<file path="src/rtl/gpr_wport_arb.sv">
// GPR write-port arbiter: pipeline writeback has fixed priority, MDU results queue and drain into idle slots.
// Latency: wb write 1 cycle; MDU write >= 2 cycles (push, then pop into the output register).
// Backpressure: md_ready = !full; stall_req forces an idle wb slot after STARVE_MAX blocked cycles.
module gpr_wport_arb #(
    parameter int DEPTH      = 2,
    parameter int STARVE_MAX = 4
) (
    input  logic        clk,
    input  logic        rst,
    input  logic        wb_we,
    input  logic [4:0]  wb_addr,
    input  logic [31:0] wb_data,
    input  logic        md_req,
    input  logic [4:0]  md_addr,
    input  logic [31:0] md_data,
    output logic        md_ready,
    input  logic [4:0]  rs_addr,
    input  logic [4:0]  rt_addr,
    output logic        busy_rs,
    output logic        busy_rt,
    output logic        stall_req,
    output logic        gpr_we,
    output logic [4:0]  gpr_waddr,
    output logic [31:0] gpr_wdata,
    output logic        err_waw
);

    localparam int PW = $clog2(DEPTH);
    localparam int CW = PW + 1;
    localparam int SW = (STARVE_MAX > 1) ? $clog2(STARVE_MAX) : 1;

    typedef enum logic {
        ST_RUN   = 1'b0,
        ST_FORCE = 1'b1
    } state_t;

    // Result FIFO storage and control
    logic [4:0]       fifo_addr_q [DEPTH];
    logic [4:0]       fifo_addr_d [DEPTH];
    logic [31:0]      fifo_data_q [DEPTH];
    logic [31:0]      fifo_data_d [DEPTH];
    logic [DEPTH-1:0] fifo_vld_q;
    logic [DEPTH-1:0] fifo_vld_d;
    logic [PW-1:0]    wr_ptr_q;
    logic [PW-1:0]    wr_ptr_d;
    logic [PW-1:0]    rd_ptr_q;
    logic [PW-1:0]    rd_ptr_d;
    logic [CW-1:0]    count_q;
    logic [CW-1:0]    count_d;

    // Output register
    logic             gpr_we_q;
    logic             gpr_we_d;
    logic [4:0]       gpr_waddr_q;
    logic [4:0]       gpr_waddr_d;
    logic [31:0]      gpr_wdata_q;
    logic [31:0]      gpr_wdata_d;
    logic             out_md_q;
    logic             out_md_d;

    // Starvation tracking and error flag
    state_t           state_q;
    state_t           state_d;
    logic [SW-1:0]    starve_cnt_q;
    logic [SW-1:0]    starve_cnt_d;
    logic             stall_req_q;
    logic             stall_req_d;
    logic             err_waw_q;
    logic             err_waw_d;

    logic             fifo_full;
    logic             fifo_empty;
    logic             push;
    logic             pop;
    logic             blocked;
    logic [4:0]       head_addr;
    logic [31:0]      head_data;
    logic             rs_hit;
    logic             rt_hit;
    logic             wb_hit;

    assign fifo_full  = (count_q == CW'(DEPTH));
    assign fifo_empty = (count_q == '0);
    assign md_ready   = !fifo_full;
    // r0 results are accepted on the handshake but dropped, since they never write
    assign push       = md_req && md_ready && (md_addr != 5'd0);
    assign pop        = !wb_we && !fifo_empty;
    assign blocked    = wb_we && !fifo_empty;
    assign head_addr  = fifo_addr_q[rd_ptr_q];
    assign head_data  = fifo_data_q[rd_ptr_q];

    always_comb begin
        rs_hit = 1'b0;
        rt_hit = 1'b0;
        wb_hit = 1'b0;
        for (int i = 0; i < DEPTH; i++) begin
            if (fifo_vld_q[i] && (fifo_addr_q[i] == rs_addr)) rs_hit = 1'b1;
            if (fifo_vld_q[i] && (fifo_addr_q[i] == rt_addr)) rt_hit = 1'b1;
            if (fifo_vld_q[i] && (fifo_addr_q[i] == wb_addr)) wb_hit = 1'b1;
        end
    end

    // An MDU result is still pending while it sits in the output register
    assign busy_rs = (rs_addr != 5'd0) && (rs_hit || (out_md_q && (gpr_waddr_q == rs_addr)));
    assign busy_rt = (rt_addr != 5'd0) && (rt_hit || (out_md_q && (gpr_waddr_q == rt_addr)));

    always_comb begin
        fifo_addr_d = fifo_addr_q;
        fifo_data_d = fifo_data_q;
        fifo_vld_d  = fifo_vld_q;
        wr_ptr_d    = wr_ptr_q;
        rd_ptr_d    = rd_ptr_q;
        count_d     = count_q;
        if (push) begin
            fifo_addr_d[wr_ptr_q] = md_addr;
            fifo_data_d[wr_ptr_q] = md_data;
            fifo_vld_d[wr_ptr_q]  = 1'b1;
            wr_ptr_d              = wr_ptr_q + PW'(1);
        end
        if (pop) begin
            fifo_vld_d[rd_ptr_q] = 1'b0;
            rd_ptr_d             = rd_ptr_q + PW'(1);
        end
        case ({push, pop})
            2'b10:   count_d = count_q + CW'(1);
            2'b01:   count_d = count_q - CW'(1);
            default: count_d = count_q;
        endcase
    end

    always_comb begin
        gpr_we_d    = 1'b0;
        gpr_waddr_d = gpr_waddr_q;
        gpr_wdata_d = gpr_wdata_q;
        out_md_d    = 1'b0;
        if (wb_we) begin
            gpr_we_d    = (wb_addr != 5'd0);
            gpr_waddr_d = wb_addr;
            gpr_wdata_d = wb_data;
        end else if (pop) begin
            gpr_we_d    = (head_addr != 5'd0);
            gpr_waddr_d = head_addr;
            gpr_wdata_d = head_data;
            out_md_d    = 1'b1;
        end
    end

    assign err_waw_d = err_waw_q || (wb_we && (wb_addr != 5'd0) && wb_hit);

    always_comb begin
        state_d      = state_q;
        starve_cnt_d = starve_cnt_q;
        stall_req_d  = stall_req_q;
        if (fifo_empty) begin
            state_d      = ST_RUN;
            starve_cnt_d = '0;
            stall_req_d  = 1'b0;
        end else begin
            case (state_q)
                ST_RUN: begin
                    stall_req_d = 1'b0;
                    if (blocked) begin
                        if (starve_cnt_q == SW'(STARVE_MAX - 1)) begin
                            state_d     = ST_FORCE;
                            stall_req_d = 1'b1;
                        end else begin
                            starve_cnt_d = starve_cnt_q + SW'(1);
                        end
                    end else begin
                        starve_cnt_d = '0;
                    end
                end
                ST_FORCE: begin
                    stall_req_d = 1'b1;
                    // wb keeps priority; the first idle slot drains the head
                    if (!wb_we) begin
                        state_d      = ST_RUN;
                        starve_cnt_d = '0;
                        stall_req_d  = 1'b0;
                    end
                end
                default: begin
                    state_d      = ST_RUN;
                    starve_cnt_d = '0;
                    stall_req_d  = 1'b0;
                end
            endcase
        end
    end

    always_ff @(posedge clk) begin
        fifo_addr_q <= fifo_addr_d;
        fifo_data_q <= fifo_data_d;
    end

    always_ff @(posedge clk or posedge rst) begin
        if (rst) begin
            fifo_vld_q   <= '0;
            wr_ptr_q     <= '0;
            rd_ptr_q     <= '0;
            count_q      <= '0;
            gpr_we_q     <= 1'b0;
            gpr_waddr_q  <= 5'd0;
            gpr_wdata_q  <= 32'd0;
            out_md_q     <= 1'b0;
            state_q      <= ST_RUN;
            starve_cnt_q <= '0;
            stall_req_q  <= 1'b0;
            err_waw_q    <= 1'b0;
        end else begin
            fifo_vld_q   <= fifo_vld_d;
            wr_ptr_q     <= wr_ptr_d;
            rd_ptr_q     <= rd_ptr_d;
            count_q      <= count_d;
            gpr_we_q     <= gpr_we_d;
            gpr_waddr_q  <= gpr_waddr_d;
            gpr_wdata_q  <= gpr_wdata_d;
            out_md_q     <= out_md_d;
            state_q      <= state_d;
            starve_cnt_q <= starve_cnt_d;
            stall_req_q  <= stall_req_d;
            err_waw_q    <= err_waw_d;
        end
    end

    assign gpr_we    = gpr_we_q;
    assign gpr_waddr = gpr_waddr_q;
    assign gpr_wdata = gpr_wdata_q;
    assign stall_req = stall_req_q;
    assign err_waw   = err_waw_q;

endmodule

</file>
<file path="config.mk">
export PLATFORM = sky130hd
export DESIGN_NAME = gpr_wport_arb
export DESIGN_NICKNAME = d
export VERILOG_FILES = /design/src/rtl/gpr_wport_arb.sv
export SDC_FILE = /design/constraint.sdc
export NUM_CORES = 1
export LEC_CHECK = 0
export ABC_AREA = 1
export ABC_CLOCK_PERIOD_IN_PS = 3990
export BUFFER_PORTS_ARGS = -buffer_cell sky130_fd_sc_hd__buf_2
export CAP_MARGIN = 0
export CORE_MARGIN = 2
export CORE_UTILIZATION = 45
export DETAILED_ROUTE_END_ITERATION = 7
export PLACE_DENSITY = 0.69
export SETUP_SLACK_MARGIN = 0.05
export SYNTH_ARGS = -nofsm -noshare
export SYNTH_HDL_FRONTEND = slang
export SYNTH_SLANG_ARGS = --single-unit
</file>
<file path="constraint.sdc">
create_clock -name clk -period 3.99 [get_ports clk]
set_input_delay 0.798 -clock clk [delete_from_list [all_inputs] [get_ports clk]]
set_output_delay 0.798 -clock clk [all_outputs]
set_load 0.02 [all_outputs]
</file>
==> results.toml <==
[sta]
period_needed_ns = 2.53
grt_setup_unrepaired = "no"
timing.final.ws_setup_ns = 1.46
max_slew_headroom_at_the_worst_pin = 0.255
final-setup-viol-count = 0
hold-worst-slack_ns = 0.452
period_share = 0.633
max_freq_ghz = 0.396
worst-slew-pin-transition_ns = 1.12
worst_clock_skew_ns = 0.00816
setup-tns-final_ns = 0
final_hold_viol_count = 0
timing.final.max_slew_violations = 0

[global_routing]
initial_antenna_violation_count = 0
first_global_vias = 4487
grt_max_degree = 53
groute.usage.overall = 0.217
wire_length_of_the_first_global_routing_pass_mm = 21.6
residual_overflow_from_global_routing = 0

[placement]
detailed_place_hpwl_mm = 9.49
placed_area_um2 = 6190
dp_worst_setup_slack_ns = 1.48
buffer_ports.inserted = 130
globalplace.congestion = 0.931
placed_cells_incl_taps = 838

[synth]
synthDominantCellAreaShare = 0.410
synth_cells = 574
synth_seq_area_share = 0.636
synth_seq_cells = 123
yosysTopAreaCell = "sky130_fd_sc_hd__edfxtp_1"
mapped_nets = 664
synth_cell_types = 26
synth_area_um2 = 5420
synth_area_leaders = "sky130_fd_sc_hd__edfxtp_1 41%, sky130_fd_sc_hd__dfrtp_1 23%, sky130_fd_sc_hd__nand2_1 16%"
yosys_synthesis_warning_count = 0
synthesis.area_per_instance_um2 = 9.44

[floorplanning]
floorplan.die_area_um2 = 12900
die_h_um = 114
rows = 40
start_util = 0.457
num_io_pins = 131
die_width_um = 114
core_um2 = 11900

[power_and_ir_drop]
pwr-share-comb = 0.268
p_switching_mw = 1.64
clock_power_share = 0.321
seq_power_share = 0.411
post-layout-total-power_mw = 4.85
vdd_ir_drop_max_mv = 0.372
internal-power_mw = 3.22
pwr_density_cell_nw_per_um2 = 715
switching_part_of_the_total = 0.338
power.leakage_nw = 3.16

[critical_path]
critical_path.endpoint_type = "output port"
data_required_time_of_the_critical_path_ns = 3.19
cpMaxStageDelayCell = "sky130_fd_sc_hd__edfxtp_1"
worst_path_arrival_time_ns = 1.73
timing.reg2reg.setup_slack_ns = 1.91
critical_path.max_stage_delay_ns = 0.45
crit_chain = "inv_1, nand2_1, nand2_1, nor2_1, nand3_1, nand3_1, nand2_1, inv_1, buf_2"
classification_of_the_worst_setup_path = "reg2out"
critical_path_peak_fanout = 4
worst_path_most_repeated_cell = "sky130_fd_sc_hd__nand2_1"
cp-start-kind = "register"

[clock_tree]
cts.reportedPaths.clkPinSlew_ns = 0.05
cts_tree = "yes"
cts_max_path_buffers = 2
clock_latency_ns = 0.40
cts_hold_repair.buffers = 0
postCtsSetupBuffers = 0
cts_buffers = 17
tritoncts_num_sinks = 123
htree_levels = 4
resized_gates_after_cts = 0
clock-root-buffer = "sky130_fd_sc_hd__clkbuf_16"

[cells_and_area]
flow.area_growth_from_synthesis_pct = 25.3
drive_gt1_frac = 0.234
finalNonFillerCells = 869
most_common_cell_after_layout_fill_and_taps_aside = "sky130_fd_sc_hd__nand2_1"
postLayoutCellArea_um2 = 6790
antenna_fix_cells = 0
final.fill_count = 1056
layout_common_cells = "234 x sky130_fd_sc_hd__nand2_1, 130 x sky130_fd_sc_hd__buf_2, 74 x sky130_fd_sc_hd__edfxtp_1, 49 x sky130_fd_sc_hd__dfrtp_1, 40 x sky130_fd_sc_hd__inv_1"
design.final.nets = 800
final_core_util = 0.572

[drt]
detail_route.iter0.violations = 260
final_wirelength_mm = 13.4
wl_per_cell_um = 15.4
detailedRoute.firstPassIterationCount = 4
drt.antenna.violating_nets = 0
routed_via_density = 5.12
vias_post_dr = 4446
drc = 0

[min_path]
hold_path_class = "reg2reg"

[run_status]
outcome = "finished clean"

[flow_run]
timing.max_cap.violations = 0
critical path: cells and delay by family (launching register included):
| kind | cells | cell delay [ns] |
|---|---|---|
| DFF | 1 | 0.45 |
| and+or+nand+nor | 6 | 0.54 |
| buffers and inverters | 3 | 0.35 |
power groups by stage:
stage / clock network, mW / registers, mW / logic [mW]
after CTS: 1.57 / 2.00 / 1.32
final: 1.56 / 2.00 / 1.30
after floorplan: 0 / 2.13 / 0.728
after global placement: 0 / 2.00 / 1.28
after global routing: 1.62 / 2.04 / 1.45
after detailed placement: 0 / 2.02 / 1.31
cell families after synthesis:
logic type | after synthesis | synth area share
AO/OA/AOI/OAI | 71 | 0.0702
XOR/XNOR | 2 | 0.00323
adder cells (fa/ha/maj) | 2 | 0.00462
buffers and inverters | 62 | 0.0506
flip-flops | 123 | 0.636
AND/OR/NAND/NOR | 314 | 0.235
metal layers:
metal  part of all wire  up-vias  track usage
li1                   -     2164            -
met1               0.44     2126        0.273
met2               0.49      128        0.356
met3              0.049       28       0.0526
met4              0.028        0        0.103
met5                  0        -            0
cells in the mapped netlist, drive strengths merged:
library cell and number:
a21boi 1, a21oi 34, buf 15, clkbuf 1, dfrtp 49, edfxtp 74, ha 2, inv 46
nand2 236, nand3 15, nand4 18, nor2 40, nor3 5, o211ai 1, o21a 2, o21ai 29
o221ai 4, xnor2 2
state kept, by name (all words and copies together), names as in the netlist, 2 cells and up:
register and flops:
count_q 2, fifo_addr_q 10, gpr_waddr 5, fifo_data_q 64
gpr_wdata 32, fifo_vld_q 2, starve_cnt_q 2
layout make-up:
type,count,area [µm²],area share
clock inverters,9,146,0.0216
flip-flops and latches,123,3450,0.508
well taps,147,184,0.0271
clock buffers,22,454,0.0669
multi-input cells,389,1700,0.251
inverters,46,178,0.0262
repair buffers,133,673,0.0992
final timing paths:
path	startpoint	end	cells after the start
min	fifo_data_q[36]	gpr_wdata[4]	2
max reg2reg	count_q[0]	fifo_data_q[16]	5
max in group asynchronous	rst	gpr_wdata[8]	2
min in group asynchronous	rst	gpr_wdata[21]	2
min reg2reg	fifo_data_q[36]	gpr_wdata[4]	2
max	fifo_addr_q[1]	busy_rt	9
(Power assumes the default switching activity.)
